<file path="src/rtl/dm_arbiter.sv">
// dm_arbiter
//   Two-port arbiter/sequencer for the single-ported synchronous data memory.
//   Port 0 serves the AHB slave wrapper; port 1 serves a second requester
//   (CPU direct / DMA). One access is granted at a time. All DM-side and
//   handshake outputs come straight from registers.
//
// Parameters
//   DATA_W : data/address width
//   RR_EN  : 1 = round-robin, 0 = fixed priority (port 0 always wins)
//
// Ports
//   clk, rst                   : clock, asynchronous active-low reset
//   p*_req/write/addr/wdata    : port request (level, held until p*_done)
//   p*_done                    : one-cycle completion pulse
//   p*_rdata                   : read data, valid with p*_done, held afterwards
//   DM_out                     : memory read data (one cycle after enabled read)
//   DM_enable/address/in/write : memory control
//   busy                       : 1 whenever not IDLE
//   owner                      : currently/last granted port
module dm_arbiter #(
    parameter int DATA_W = 32,
    parameter bit RR_EN  = 1'b1
) (
    input  logic              clk,
    input  logic              rst,
    input  logic              p0_req,
    input  logic              p0_write,
    input  logic [DATA_W-1:0] p0_addr,
    input  logic [DATA_W-1:0] p0_wdata,
    output logic              p0_done,
    output logic [DATA_W-1:0] p0_rdata,
    input  logic              p1_req,
    input  logic              p1_write,
    input  logic [DATA_W-1:0] p1_addr,
    input  logic [DATA_W-1:0] p1_wdata,
    output logic              p1_done,
    output logic [DATA_W-1:0] p1_rdata,
    input  logic [DATA_W-1:0] DM_out,
    output logic              DM_enable,
    output logic [DATA_W-1:0] DM_address,
    output logic [DATA_W-1:0] DM_in,
    output logic              DM_write,
    output logic              busy,
    output logic              owner
);

    typedef enum logic [1:0] {IDLE, ACCESS, RWAIT, DONE} state_t;

    state_t state;
    logic   last_grant;   // port granted most recently (round-robin pointer)
    logic   req0_eff;
    logic   req1_eff;
    logic   win;
    logic   win_write;

    // While completing, the owner's still-high req is ignored so it can drop it.
    // Under fixed priority port 0 is exempt: a held p0_req always wins again.
    always_comb begin
        req0_eff = p0_req;
        req1_eff = p1_req;
        if (state == DONE) begin
            if (!owner && RR_EN) req0_eff = 1'b0;
            if (owner)           req1_eff = 1'b0;
        end
        if (req0_eff && req1_eff) win = RR_EN ? ~last_grant : 1'b0;
        else                      win = req1_eff;
        win_write = win ? p1_write : p0_write;
    end

    always_ff @(posedge clk or negedge rst) begin
        if (!rst) begin
            state      <= IDLE;
            last_grant <= 1'b1;   // port 0 wins the first tie
            owner      <= 1'b0;
            busy       <= 1'b0;
            p0_done    <= 1'b0;
            p1_done    <= 1'b0;
            p0_rdata   <= '0;
            p1_rdata   <= '0;
            DM_enable  <= 1'b0;
            DM_write   <= 1'b0;
            DM_address <= '0;
            DM_in      <= '0;
        end else begin
            p0_done <= 1'b0;
            p1_done <= 1'b0;
            unique case (state)
                IDLE, DONE: begin
                    if (req0_eff || req1_eff) begin
                        // Request is latched into the DM output registers at grant.
                        state      <= ACCESS;
                        busy       <= 1'b1;
                        owner      <= win;
                        last_grant <= win;
                        DM_enable  <= 1'b1;
                        DM_write   <= win_write;
                        DM_address <= win ? p1_addr : p0_addr;
                        DM_in      <= win_write ? (win ? p1_wdata : p0_wdata) : '0;
                    end else begin
                        state      <= IDLE;
                        busy       <= 1'b0;
                        DM_enable  <= 1'b0;
                        DM_write   <= 1'b0;
                        DM_address <= '0;
                        DM_in      <= '0;
                    end
                end
                ACCESS: begin
                    if (DM_write) begin
                        state      <= DONE;
                        DM_enable  <= 1'b0;
                        DM_write   <= 1'b0;
                        DM_address <= '0;
                        DM_in      <= '0;
                        if (owner) p1_done <= 1'b1;
                        else       p0_done <= 1'b1;
                    end else begin
                        state <= RWAIT;   // enable/address held for the data cycle
                    end
                end
                RWAIT: begin
                    state      <= DONE;
                    DM_enable  <= 1'b0;
                    DM_address <= '0;
                    if (owner) begin
                        p1_rdata <= DM_out;
                        p1_done  <= 1'b1;
                    end else begin
                        p0_rdata <= DM_out;
                        p0_done  <= 1'b1;
                    end
                end
                default: state <= IDLE;
            endcase
        end
    end

endmodule
</file>
<file path="config.mk">
export PLATFORM = sky130hd
export DESIGN_NAME = dm_arbiter
export DESIGN_NICKNAME = d
export VERILOG_FILES = /design/src/rtl/dm_arbiter.sv
export SDC_FILE = /design/constraint.sdc
export NUM_CORES = 1
export LEC_CHECK = 0
export BUFFER_PORTS_ARGS = -buffer_cell sky130_fd_sc_hd__buf_2
export CAP_MARGIN = 10
export CORE_MARGIN = 2
export CORE_UTILIZATION = 40
export DETAILED_ROUTE_END_ITERATION = 10
export PLACE_DENSITY = 0.72
export SLEW_MARGIN = 5
export SYNTH_ARGS = -nofsm -noshare
export SYNTH_HDL_FRONTEND = slang
export SYNTH_SLANG_ARGS = --single-unit
</file>
<file path="constraint.sdc">
create_clock -name clk -period 4.5 [get_ports clk]
set_clock_uncertainty 0.05 [all_clocks]
set_input_delay 0.9 -clock clk [delete_from_list [all_inputs] [get_ports clk]]
set_output_delay 0.9 -clock clk [all_outputs]
set_load 0.1 [all_outputs]
</file>
==> flow_summary.yaml, run 1 <==
critical_path:
  crit_required_ns: 4.79
  slowest_delay_ns: 0.98
  r2r_setup_slack_ns: 2.10
  cp_common_cell: "a22o_1"
  cp_data_arrival_time_ns: 2.69
  critPathMaxFanout: 33
  crit_cells: 5
  ff2ff_path_depth: 5
  end_kind: "register"
  rr_endpoint: "DM_in[2]"
  path_delay_family: "simple AND/OR/NAND/NOR gates"
  regToRegStartpoint: "state[0]"
  cp_cell_sequence: "ha_1 > a21boi_2 > and3_1 > a22o_1 > a22o_1"
  startpoint: "state[0]"
  worst-path-buf-inv: 0
  startpoint_type: "register"
  crit_type: "register to register"
  cp_slowest_cell: "and3_1"
  critPathCapture: "DM_in[2]"
floorplan:
  placementRows: 43
  io-pin-count: 300
  die_x_um: 123.8
  die_h_um: 123.8
  die_area_mm2: 0.01532
  start_util_pct: 41.18
  core_area_mm2: 0.01393
route:
  first_pass_iters: 6
  ant_nets: 0
  vias: 4576
  avgViaCountPerCell: 5.007
  drc: 0
  wl_mm: 14.64
  post_drt_wl_per_cell_um: 16.02
  drtIter0Drc: 156
timing:
  setup_slack_ns: 2.099
  period_share_pct: 53.36
  grt_setup_unrepaired: "no"
  finalSetupViolCount: 0
  max_freq_mhz: 416.5
  period_needed_ns: 2.401
  max_slew_margin_pct: 19.82
  report.final.slew_viol_count: 0
  hold_violations: 0
  hold_ws_ns: 0.4053
  tns_ns: 0
  worst_pin_slew_ns: 1.203
placed_design:
  numPortBuffers: 299
  dp_hpwl_mm: 10.91
  pre_cts_slack_ns: 1.682
  gp_congestion: 0.7846
global_route:
  grt_overflow: 0
  grt_pass1_vias: 4441
  grt_start_max_net_pins: 72
  grt_util_all_layers_pct: 18.86
  grt_pass1_wl_mm: 21.93
  antenna_found_initial: 0
yosys:
  synth-compound-area-share_pct: 13.89
  ys_warn_count: 0
  synth-simple-area-share_pct: 4.078
  synth_xor_area_share_pct: 0
  ys.flop_type: "dfrtp_1"
  syn_avg_cell_area_um2: 13.34
  synth-seq-cells: 137
  synth_area_mm2: 0.005738
  ys_types: 29
  synthMuxAreaShare_pct: 18.14
  synth-edff-count: 0
  synth_top_family_by_area: "multiplexers"
  seq_area_frac_synth_pct: 59.77
  synth_nets: 599
  synth_cells: 430
  ys_async_sr_fraction_pct: 100.0
  synthAdderAreaFrac_pct: 0.6542
clock_tree:
  cts_tree: "done"
  cts.repair.resized: 0
  numCtsBuffers: 17
  root_buffer: "clkbuf_16"
  cts.sinks: 137
  cts-hold-fix-buffers: 0
  htreeDepth: 4
  cts_setup_buffers: 0
  insertion_delay_ns: 0.41
  cts_buffer_depth: 2
  path_clk_slew_ns: 0.06
final_layout:
  final_core_util_pct: 57.31
  antenna_cells: 0
  drive_gt1_share_pct: 54.77
  syn_to_final_growth_pct: 39.18
  fin_nets: 891
run_status:
  status: "completed"
min_path:
  hold_class: "input pin to async pin"
run:
  maxCapViolations: 0
==> worst min-delay path by stage <==
| stage | to | cells past startpoint |
|---|---|---|
| after global placement | DM_enable | 2 |
| after global routing | DM_address[10] | 2 |
| after floorplan | last_grant | 1 |
| after detailed placement | DM_address[31] | 2 |
| after CTS | DM_address[25] | 1 |
| final | DM_address[25] | 1 |
==> kinds of logic (layout without fill, tap and decap cells) <==
logic type / after synthesis / after routing
DFF: 137 / 137
AOI/OAI and AO/OA: 106 / 106
muxes: 96 / 96
and+or+nand+nor: 52 / 52
buffers and inverters: 36 / 340
adders and majority gates: 3 / 3
==> metal layers <==
layer  share of wire [%]  track usage (%)  routed length, µm  up-vias
met2                  49            31.83               7197      223
met1                  41            22.36               5942     2187
met5                   0                0                  0        -
li1                    -                -                  -     2148
met4                 1.4            7.386                212        0
met3                 8.8            6.044               1291       18
==> through the flow <==
stage	cell area [µm²]	instances
final	7986	914
after global routing	7986	914
after CTS	7955	912
after detailed placement	7330	881
after global placement	7330	881
after floorplan	5738	430
==> synthesized netlist by cell type (4+ instances only) <==
library cell / n / share of area, %
mux2_2: 62 / 12
buf_2: 12 / 1.0
nand2_1: 36 / 2.4
a22o_1: 67 / 10
buf_6: 4 / 0.78
mux2i_1: 32 / 5.6
dfrtp_1: 136 / 59
buf_4: 5 / 0.65
o21ai_0: 30 / 2.6
nand2b_1: 4 / 0.44
inv_1: 4 / 0.26
clkbuf_1: 11 / 0.72
==> cells in the final DEF (no fill, tap or decap), types with 2 or more instances in the layout <==
cell type	count
clkbuf_16	17
inv_1	4
nand2b_1	4
buf_6	2
and3_1	2
ha_1	3
clkbuf_8	2
o21ai_1	3
nand3b_1	2
mux2_1	2
dfrtp_1	136
nand2_1	35
buf_4	3
clkinv_2	3
a22o_1	67
a21oi_1	3
mux2_2	62
o21ai_0	30
bufinv_16	4
a21boi_2	2
mux2i_1	32
inv_6	2
buf_2	298
==> flip-flops by register name (all words and copies together) (netlist names) <==
name and count:
p0_rdata 32, DM_address 32, busy 1, p1_rdata 32
DM_enable 1, DM_write 1, DM_in 32, last_grant 1
state 2, owner 1, p0_done 1, p1_done 1
==> final cells by class <==
class | count | area, µm²
flip-flops and latches | 137 | 3430
clock buffers | 20 | 456.7
repair buffers | 305 | 1572
multi-input cells | 257 | 2120
clock inverters | 11 | 168.9
fillers | 1153 | 5948
well taps | 180 | 225.2
inverters | 4 | 15.01
Power of run 1 is not shown: default switching activity piles up to over one toggle a cycle in this logic, so the estimate is an artifact.
==> inputs of run 2 (changes only) <==
ABC_AREA = 1   (was default)
PLACE_DENSITY = 0.73   (was 0.72)
clock period = 2.2 ns   (was 4.5 ns; I/O delays follow)
==> run 2 against run 1 <==
Utilization shrank 0.72 points; critical path depth grew 3; first-iteration DRC count is 97% higher; sequential cell count stayed put; via count increased by 32%; die area increased by 9.3%; critical endpoint is now DM_address[28]; non-clock buffer count is 8 higher; fmax grew 29%; routed wire length increased by 19%; worst hold slack worse by 0.17 ns; global-route usage is 2.4 points higher.
==> flow_summary.yaml, run 2 <==
run_status:
  status: "completed"
critical_path:
  worst-path-buf-inv: 1
  cp_common_cell: "nand2_1"
  path_delay_family: "simple AND/OR/NAND/NOR gates"
  slowest_delay_ns: 0.40
  cp_cell_sequence: "ha_1 > nand2_2 > nand3_2 > nand2_4 > buf_4 > nand2_1 > nand2_1 > o21ai_1"
  crit_required_ns: 2.44
  crit_type: "register to register"
  critPathMaxFanout: 32
  cp_data_arrival_time_ns: 2.11
  startpoint_type: "register"
  cp_slowest_cell: "dfrtp_1"
  end_kind: "register"
floorplan:
  die_area_mm2: 0.01675
  die_h_um: 129.4
  start_util_pct: 41.23
  io-pin-count: 300
  core_area_mm2: 0.01526
  die_x_um: 129.4
  placementRows: 45
yosys:
  synth-seq-cells: 137
  synthTopCellsByCount: "342 x nand2_1, 136 x dfrtp_1, 102 x inv_1"
  synth-simple-area-share_pct: 27.35
  synth_cells: 834
  synthMuxAreaShare_pct: 0
  yosysTopAreaCellShare_pct: 54.10
  synth_top_area_cell: "dfrtp_1"
  ys.flop_type: "dfrtp_1"
  ys_warn_count: 0
  synth_nets: 1003
  ys_types: 18
  synth_top_family_by_area: "simple AND/OR/NAND/NOR gates"
  ys_async_sr_fraction_pct: 100.0
  synth_xor_area_share_pct: 0
  synth-compound-area-share_pct: 7.955
  synth_most_common_cell: "nand2_1"
  seq_area_frac_synth_pct: 54.51
  synth.area.top_cells: "dfrtp_1 54%, nand2_1 20%, inv_1 6.1%"
  synthAdderAreaFrac_pct: 0.5967
  syn_avg_cell_area_um2: 7.543
  synth_area_mm2: 0.006291
  synth-edff-count: 0
global_route:
  grt_pass1_vias: 5886
  grt_util_all_layers_pct: 21.29
  antenna_found_initial: 2
  grt_pass1_wl_mm: 28.19
  grt_overflow: 0
  grt_start_max_net_pins: 65
placed_design:
  numPortBuffers: 299
  place_inst: 1316
  pre_cts_slack_ns: 0.3491
  gp_congestion: 0.8319
  dp_hpwl_mm: 12.64
timing:
  period_needed_ns: 1.865
  tns_ns: 0
  report.final.slew_viol_count: 0
  hold_violations: 0
  worst_pin_slew_ns: 0.5215
  period_share_pct: 84.78
  max_freq_mhz: 536.1
  grt_setup_unrepaired: "no"
  finalSetupViolCount: 0
  setup_slack_ns: 0.3348
  max_slew_margin_pct: 65.47
clock_tree:
  cts_tree: "done"
  path_clk_slew_ns: 0.06
  cts_setup_buffers: 0
  htreeDepth: 4
  cts-hold-fix-buffers: 1
  root_buffer: "clkbuf_16"
  insertion_delay_ns: 0.41
  numCtsBuffers: 17
  cts_buffer_depth: 2
  cts.sinks: 137
  cts.repair.resized: 0
route:
  drtIter0Drc: 307
  wl_mm: 17.42
  avgViaCountPerCell: 4.472
  first_pass_iters: 6
  vias: 6028
  post_drt_wl_per_cell_um: 12.92
  ant_nets: 0
  drc: 0
final_layout:
  final_common_cell: "nand2_1"
  mostFrequentLayoutCells: "341 x nand2_1, 298 x buf_2, 136 x dfrtp_1"
  antenna_cells: 0
  instances_no_fill: 1348
  seqCellArea_mm2: 0.003430
  drive_gt1_share_pct: 31.22
  fillers: 1499
  multi_input_area_mm2: 0.002270
  syn_to_final_growth_pct: 37.27
  fin_nets: 1294
run:
  maxCapViolations: 0
min_path:
  hold_class: "input pin to register"
==> run 2: worst paths after layout <==
check	depth (start not counted)	slack, ns	end	from
worst max-delay path	8	0.33	DM_address[28]	state[0]
worst min-delay path	3	0.24	DM_address[6]	p1_addr[6]
worst max register to register	8	0.33	DM_address[28]	state[0]
worst min register to register	2	0.42	DM_in[9]	DM_in[9]
max in group asynchronous	3	0.97	last_grant	rst
min in group asynchronous	2	0.47	p0_rdata[6]	rst
==> run 2: cells by family after synthesis <==
| group | count (synthesis) |
|---|---|
| buf+inv | 146 |
| simple gates | 448 |
| fa+ha+maj | 3 |
| compound gates | 100 |
| flops | 137 |
==> run 2: final cells by class <==
type                       count  share of cell area (%)
clock buffer                  19                   5.129
clock inverter                12                   1.449
inverter                     105                   4.564
multi-input combinational    551                   26.28
sequential                   137                   39.71
tap                          211                   3.057
timing repair buffer         313                   19.81
==> run 2: per-stage QoR <==
step | util (%) | area, µm² | hold slack [ns]
2_1_floorplan | - | 6291 | 0.09441
3_3_place_gp | 52.81 | 8058 | 0.3503
3_5_place_dp | 52.81 | 8058 | 0.3534
4_1_cts | 56.60 | 8636 | 0.2197
5_1_grt | 56.60 | 8636 | 0.2224
6_report | 56.60 | 8636 | 0.2370
==> run 2: layer usage <==
layer,wire [µm],vias up,GRT usage (%)
li1,-,3067,-
met1,7431,2707,26.83
met2,8301,213,34.64
met3,1260,37,7.391
met4,386,4,6.705
met5,34,-,0
==> run 2: tightest hold or removal path: stages <==
cell and delay (ns):
buf_2 0.07, nor2_1 0.03, o21ai_1 0.11
Power of run 2 is left out for the same reason.
